### config.mk
export PLATFORM = sky130hd
export DESIGN_NAME = piece_queue_manager
export DESIGN_NICKNAME = d
export VERILOG_FILES = /design/src/rtl/piece_queue_manager.sv
export SDC_FILE = /design/constraint.sdc
export NUM_CORES = 1
export LEC_CHECK = 0
export ABC_AREA = 1
export CAP_MARGIN = 20
export CORE_ASPECT_RATIO = 2
export CORE_UTILIZATION = 44
export DETAILED_ROUTE_END_ITERATION = 8
export HOLD_SLACK_MARGIN = 0.05
export PLACE_DENSITY = 0.78
export SETUP_SLACK_MARGIN = 0.15
export SLEW_MARGIN = 20
export SYNTH_ARGS = -nofsm -noshare
export SYNTH_HDL_FRONTEND = slang
export SYNTH_SLANG_ARGS = --single-unit
### constraint.sdc
create_clock -name clk -period 1.3 [get_ports clk]
set_input_delay 0.13 -clock clk [delete_from_list [all_inputs] [get_ports clk]]
set_output_delay 0.13 -clock clk [all_outputs]
set_load 0.01 [all_outputs]
### src/rtl/piece_queue_manager.sv
// piece_queue_manager: falling piece, PREVIEW_DEPTH-deep upcoming-piece queue
// and optional hold slot, filled from the LFSR random streams.
// Optional feature macro: TETRIS_HOLD_EN (hold slot, hold lock, hold_req logic).
//
// state | meaning
// IDLE  | after reset; values held, only init_req acts
// FILL  | chain shifts in random pieces every cycle, D+1 shifts total
// READY | queue full; spawn / hold / rotate requests accepted
module piece_queue_manager #(
  parameter int PREVIEW_DEPTH = 3,
  parameter int TYPE_W        = 3,
  parameter int NUM_TYPES     = 7,
  parameter int ROT_W         = 2
) (
  input  logic                              clk,
  input  logic                              rst,
  input  logic                              init_req,
  input  logic                              spawn_req,
  input  logic                              rot_load,
  input  logic [ROT_W-1:0]                  rot_value,
  input  logic                              hold_req,
  input  logic [TYPE_W-1:0]                 rand_type,
  input  logic [ROT_W-1:0]                  rand_rot,
  output logic [TYPE_W-1:0]                 current_block_type,
  output logic [ROT_W-1:0]                  current_block_rotation,
  output logic [TYPE_W-1:0]                 next_block_type,
  output logic [ROT_W-1:0]                  next_block_rotation,
  output logic [PREVIEW_DEPTH*TYPE_W-1:0]   preview_types,
  output logic [PREVIEW_DEPTH*ROT_W-1:0]    preview_rots,
  output logic [TYPE_W-1:0]                 hold_type,
  output logic                              hold_valid,
  output logic                              ready
);

  localparam int FCW = $clog2(PREVIEW_DEPTH + 2);
  localparam logic [1:0] IDLE  = 2'd0;
  localparam logic [1:0] FILL  = 2'd1;
  localparam logic [1:0] READY = 2'd2;
  localparam logic [TYPE_W:0]   NT_EXT = (TYPE_W + 1)'(NUM_TYPES);
  localparam logic [TYPE_W-1:0] NT_LO  = TYPE_W'(NUM_TYPES);

  logic [1:0]        state;
  logic [FCW-1:0]    fill_cnt;
  logic [TYPE_W-1:0] q_type [PREVIEW_DEPTH];
  logic [ROT_W-1:0]  q_rot  [PREVIEW_DEPTH];
  logic [TYPE_W-1:0] cur_type;
  logic [ROT_W-1:0]  cur_rot;
  logic [TYPE_W-1:0] rand_fold;

  logic              hold_ok;
  logic              hold_v_r;
  logic [TYPE_W-1:0] hold_t_r;
  logic              in_ready, spawn_go, hold_go, hold_take, hold_swap, rot_go, shift;

  // Fold out-of-range random types back into 0..NUM_TYPES-1 (one subtraction suffices).
  assign rand_fold = ({1'b0, rand_type} >= NT_EXT) ? (rand_type - NT_LO) : rand_type;

`ifdef TETRIS_HOLD_EN
  logic hold_lock;
  assign hold_ok = hold_req && !hold_lock;

  // Hold slot and lock: init clears, a spawn re-arms, an accepted hold stores current type.
  always_ff @(posedge clk or posedge rst) begin
    if (rst) begin
      hold_t_r  <= '0;
      hold_v_r  <= 1'b0;
      hold_lock <= 1'b0;
    end else if (init_req) begin
      hold_t_r  <= '0;
      hold_v_r  <= 1'b0;
      hold_lock <= 1'b0;
    end else if (spawn_go) begin
      hold_lock <= 1'b0;
    end else if (hold_go) begin
      hold_t_r  <= cur_type;
      hold_v_r  <= 1'b1;
      hold_lock <= 1'b1;
    end
  end
`else
  logic unused_hold_req;
  assign unused_hold_req = hold_req;
  assign hold_ok  = 1'b0;
  assign hold_v_r = 1'b0;
  assign hold_t_r = '0;
`endif

  // Request decode: init beats everything, then spawn > hold > rotate in READY.
  always_comb begin
    in_ready  = (state == READY) && !init_req;
    spawn_go  = in_ready && spawn_req;
    hold_go   = in_ready && !spawn_req && hold_ok;
    hold_take = hold_go && !hold_v_r;
    hold_swap = hold_go && hold_v_r;
    rot_go    = in_ready && !spawn_req && !hold_go && rot_load;
    shift     = ((state == FILL) && !init_req) || spawn_go || hold_take;
  end

  // Sequencer: init restarts the fill count; D+1 shifts bring the queue to READY.
  always_ff @(posedge clk or posedge rst) begin
    if (rst) begin
      state    <= IDLE;
      fill_cnt <= '0;
    end else if (init_req) begin
      state    <= FILL;
      fill_cnt <= '0;
    end else begin
      case (state)
        FILL: begin
          fill_cnt <= fill_cnt + 1'b1;
          if (fill_cnt == FCW'(PREVIEW_DEPTH)) state <= READY;
        end
        default: state <= state;
      endcase
    end
  end

  // Piece chain: shift current <- q[0] <- ... <- random tail, or swap/rotate current.
  always_ff @(posedge clk or posedge rst) begin
    if (rst) begin
      cur_type <= '0;
      cur_rot  <= '0;
      for (int i = 0; i < PREVIEW_DEPTH; i++) begin
        q_type[i] <= '0;
        q_rot[i]  <= '0;
      end
    end else if (shift) begin
      cur_type <= q_type[0];
      cur_rot  <= hold_take ? '0 : q_rot[0];
      for (int i = 0; i < PREVIEW_DEPTH - 1; i++) begin
        q_type[i] <= q_type[i+1];
        q_rot[i]  <= q_rot[i+1];
      end
      q_type[PREVIEW_DEPTH-1] <= rand_fold;
      q_rot[PREVIEW_DEPTH-1]  <= rand_rot;
    end else if (hold_swap) begin
      cur_type <= hold_t_r;
      cur_rot  <= '0;
    end else if (rot_go) begin
      cur_rot <= rot_value;
    end
  end

  // Pack the queue for the preview display.
  always_comb begin
    preview_types = '0;
    preview_rots  = '0;
    for (int i = 0; i < PREVIEW_DEPTH; i++) begin
      preview_types[i*TYPE_W +: TYPE_W] = q_type[i];
      preview_rots[i*ROT_W +: ROT_W]    = q_rot[i];
    end
  end

  assign current_block_type     = cur_type;
  assign current_block_rotation = cur_rot;
  assign next_block_type        = q_type[0];
  assign next_block_rotation    = q_rot[0];
  assign hold_type              = hold_t_r;
  assign hold_valid             = hold_v_r;
  assign ready                  = (state == READY);

endmodule

Yosys cells after proc, flatten, opt, wreduce, memory -nomap -nowiden
Cells that the tools add are included.
{ "totals": {"output_inout_bits": 30, "reg_bits": 25, "word_cells": 36, "input_bits": 13} }
{ "classes": {"n_mux": 8, "eq_ne": 3, "order_cmp": 1, "reduce_logical": 12, "addsub": 2} }
{ "op_table": {"columns": ["op", "n"], "rows": [
  ["$mux W2", 5],
  ["$mux W3", 3],
  ["$reduce_bool A2 Y1", 3],
  ["$logic_and A1 B1 Y1", 5],
  ["$add A3 B1 Y3 const B", 1],
  ["$eq A3 B2 Y1 const B", 1],
  ["$ge A3 B3 Y1 const B", 1],
  ["$sub A3 B3 Y3 const B", 1],
  ["$eq A2 B1 Y1 const B", 1],
  ["$eq A2 B2 Y1 const B", 1],
  ["$logic_not A1 Y1", 2],
  ["$reduce_and A2 Y1", 1],
  ["$logic_or A1 B1 Y1", 1]
]} }

Depth between registers and ports, before layout
{ "logic_depth": {"depth_word": 6, "mapped_depth": 8, "mapped_depth_nobuf": 7} }

Worst setup path after synthesis
OpenSTA, ideal clock, no wires.
{ "synth_path": {"kind": "reg2reg", "startpoint": "register state[0]", "endpoint": "register cur_rot[1] (netlist: current_block_rotation[1])", "t_arrival_ns": 1.051, "path_buffers": 1, "setup_time_ns": 0.116, "period_less_slack_ns": 1.168, "slack_ns": 0.132, "t_required_ns": 1.184, "stages_incl_launch_ff": 8, "path_cell_list": "dfrtp_1 -> nor2_2 -> nand3_1 -> nand2_2 -> buf_6 -> nand2_1 -> nand2_1 -> nand2_1"} }
{ "synth_between": {"elab_chain_len": 5, "word_cells_on_any_way": 10, "cone_classes": "2 x eq/ne; 1 x mux; 7 x reduce/logical"} }
{ "synth_rtl": {"columns": ["item", "line", "text"], "rows": [
  ["start: declaration", "42", "logic [1:0] state;"],
  ["start signal: assignment", "113", "default: state <= state;"],
  ["$eq A2 B2 Y1 *", null, null],
  ["via ready", "32", "output logic ready"],
  ["$logic_and A1 B1 Y1 *", "90", "in_ready = (state == READY) && !init_req;"],
  ["$logic_and A1 B1 Y1 (on tied branches)", "91, 95", null],
  ["$logic_or A1 B1 Y1 or $logic_and A1 B1 Y1 (tied branches)", "96, 95", null],
  ["$mux W2 or $reduce_bool A2 Y1 (tied branches)", null, null],
  ["end signal: assignment", "129", "cur_rot <= hold_take ? '0 : q_rot[0];"],
  ["end signal: assignment", "140", "cur_rot <= rot_value;"],
  ["end: declaration", "47", "logic [ROT_W-1:0] cur_rot;"]
]} }
The timed path passes the listed nets; every way through them passes the cells marked *.
A chain may end at the register's enable or synchronous reset.

Worst setup path in the final report
{ "layout_path": {"startpoint": "register state[0]", "endpoint": "register cur_rot[1] (netlist: current_block_rotation[1])"} }
{ "layout_between": {"elab_chain_len": 5, "word_cells_on_any_way": 10, "cone_classes": "2 x eq/ne; 1 x mux; 7 x reduce/logical"} }
{ "layout_rtl": {"columns": ["item", "line"], "rows": [
  ["$eq A2 B2 Y1", "90"],
  ["$logic_and A1 B1 Y1", "90"],
  ["$logic_and A1 B1 Y1 (on tied branches)", "91, 95"],
  ["$logic_or A1 B1 Y1 or $logic_and A1 B1 Y1 (tied branches)", "96, 95"],
  ["$mux W2 or $reduce_bool A2 Y1 (tied branches)", null]
]} }
Parallel ways exist; a longest one is shown, timed or not.

==> results.py <==
metrics = {
    "drt": {
        "wl_mm": 2.873,
        "firstDrtPassIters": 4,
        "initialDrtViolationCount": 22,
        "avgRoutedWirePerCell_microns": 12.94,
        "drc": 0,
        "num_vias": 1085,
        "ant_nets": 0,
        "via_per_inst": 4.887,
    },
    "global_routing": {
        "grt_pass1_wl_mm": 4.450,
        "grt_pass1_vias": 1108,
        "grtUsageTotal_pct": 20.37,
        "met3_usage_pct": 2.041,
        "grt_overflow": 0,
        "top_usage_layer": "met2",
        "grt_max_degree": 26,
        "use_met2_pct": 37.17,
        "antenna_found_initial": 0,
        "use_met1_pct": 21.55,
    },
    "clocking": {
        "clkTransAtPathRegs_ps": 90,
        "insertion_delay_ps": 270,
        "cts_hold_buf": 0,
        "clockRootBuffer": "clkbuf_8",
        "cts_max_level": 1,
        "clock-sinks": 25,
        "cts_buffers": 3,
        "cts_tree": "yes",
        "clk_path_buf_depth": 2,
    },
    "place": {
        "port_buffers": 37,
        "dp_hpwl_mm": 2.001,
        "dp_cells": 212,
        "gp_congestion": 0.7807,
    },
    "worst_hold_path": {
        "min_path_type": "input port to async pin",
    },
    "floorplan": {
        "fp.dieW_microns": 39.31,
        "dieArea_sq_um": 3012,
        "start_util_pct": 47.07,
        "die_h_microns": 76.62,
        "ios": 43,
        "core_sq_um": 2603,
        "std_cell_rows": 26,
    },
    "synth": {
        "synth-seq-cells": 25,
        "synth_area_leaders": "dfrtp_1 (51%), nand2_1 (16%), buf_4 (6.7%), ha_1 (4.1%), inv_1 (3.4%)",
        "synth_top_cell_area_share_pct": 51.07,
        "ys_types": 20,
        "syn_area_per_cell_sq_um": 8.506,
        "seq_area_frac_synth_pct": 51.07,
        "synth_area_sq_um": 1225,
        "synth_warnings": 0,
        "yosysTopAreaCell": "dfrtp_1",
        "syn_inst": 144,
    },
    "final_layout": {
        "nNetsFinal": 212,
        "mostFrequentLayoutCells": "nand2_1 (48), dlygate4sd2_1 (27), dfrtp_1 (24)",
        "layout-drive-gt1-share_pct": 27.84,
        "fill_cells": 212,
        "final_common_cell": "nand2_1",
        "n_antenna_cell": 0,
        "stdcell_count": 222,
        "area_delta_synth_final_pct": 51.17,
    },
    "pwr": {
        "power.leakage_nw": 0.9868,
        "max-vdd-ir-drop_mv": 0.9716,
        "powerDensity_nw_per_um2": 1807,
    },
    "critical_path": {
        "r2r_cells": 8,
        "rr_startpoint": "state[0]",
        "path_class": "flip-flop to flip-flop",
        "crit_start": "state[0]",
        "required_ps": 1510,
        "critPathCaptureType": "flip-flop",
        "cp-endpoint": "current_block_rotation[1]",
        "cp-start-kind": "flip-flop",
        "r2r_end": "current_block_rotation[1]",
        "critPathArrivalTime_ps": 1410,
        "rrSetupSlack_ps": 100,
        "critPathMaxFanout": 5,
    },
    "sta": {
        "finalSetupViolations": 0,
        "hold_viol_final": 0,
        "setup_tns_ps": 0,
        "finalCritPeriodShare_pct": 92.06,
        "fin_skew_ps": 3.855,
        "fmax_mhz": 835.6,
        "period_needed_ps": 1197,
        "fin_hold_ws_ps": 205.6,
        "rsz0062_at_grt": "true",
        "drv_slew": 0,
    },
    "status": {
        "status": "finished clean",
    },
    "run": {
        "maxCapViolations": 0,
    },
}
==> Yosys cell counts, drive strengths merged <==
| master | number |
|---|---|
| buf | 13 |
| inv | 15 |
| ha | 4 |
| dfrtp | 25 |
| a22o | 1 |
| nor2 | 5 |
| a21oi | 4 |
| nand2 | 54 |
| nand3 | 9 |
| conb | 1 |
| o211ai | 1 |
| o21ai | 9 |
| or2 | 3 |
==> worst min path at each step <==
stage	end	slack (ps)
2_1_floorplan	current_block_rotation[0]	160
3_3_place_gp	current_block_type[0]	450
3_5_place_dp	current_block_type[0]	470
4_1_cts	fill_cnt[1]	220
5_1_grt	fill_cnt[0]	260
6_report	preview_rots[4]	210
==> critical path, cell delays in order (launching register included) <==
cell and delay (ps):
dfrtp_2 470, inv_2 100, nand3_4 90, buf_4 150
inv_4 60, nand3_1 80, nand2_1 90, nand2_1 50
nand2_1 50
==> stage by stage <==
| stage | setup WS, ps | area, sq um | total power, mW | util, % |
|---|---|---|---|---|
| 3_3_place_gp | -191.7 | 1659 | 2.845 | 63.75 |
| 3_5_place_dp | -248.4 | 1659 | 2.924 | 63.75 |
| 2_1_floorplan | 153.2 | 1236 | 2.089 | - |
| 5_1_grt | 47.03 | 1852 | 3.584 | 71.15 |
| 4_1_cts | 57.84 | 1754 | 3.242 | 67.40 |
| 6_report | 103.2 | 1852 | 3.345 | 71.15 |
==> cells by family after synthesis <==
kind of cell	after synthesis	share of synthesized area (%)
simple gates	71	24.72
buf+inv	28	13.18
flops	25	51.07
compound gates	15	6.640
fa+ha+maj	4	4.086
other cells	1	0.3061
==> repair_timing <==
action                     CTS  global route
gates resized for setup     41            21
gates cloned                 0             1
pin swaps                    4             5
buffers inserted             4             1
setup endpoints to repair   47            22
==> state kept, by name, summed over array words and instances, names as in the netlist <==
register,flops
current_block_rotation,2
current_block_type,3
fill_cnt,3
next_block_rotation,2
next_block_type,3
preview_rots,4
preview_types,6
state,2
==> area by class of cell <==
type | instances | area, sq um | share of cell area (%)
sequential | 25 | 626.9 | 33.85
multi-input combinational | 94 | 554.3 | 29.93
timing repair buffer | 56 | 528.0 | 28.51
inverter | 15 | 58.81 | 3.176
clock buffer | 3 | 41.29 | 2.230
tap | 28 | 35.03 | 1.892
clock inverter | 1 | 7.507 | 0.4054
==> power by group <==
part / total [mW] / switching [mW] / internal (mW)
Clock: 0.465 / 0.248 / 0.217
Combinational: 1.56 / 0.770 / 0.789
Sequential: 1.32 / 0.233 / 1.09
Total: 3.35 / 1.25 / 2.10
==> routing by layer <==
metal  up-vias  share of wire (%)
li1        531                  -
met1       517                 35
met2        31                 59
met3         6                3.3
met4         0                1.9
met5         -                  0
Note: power is estimated with default switching activity, not from simulation.
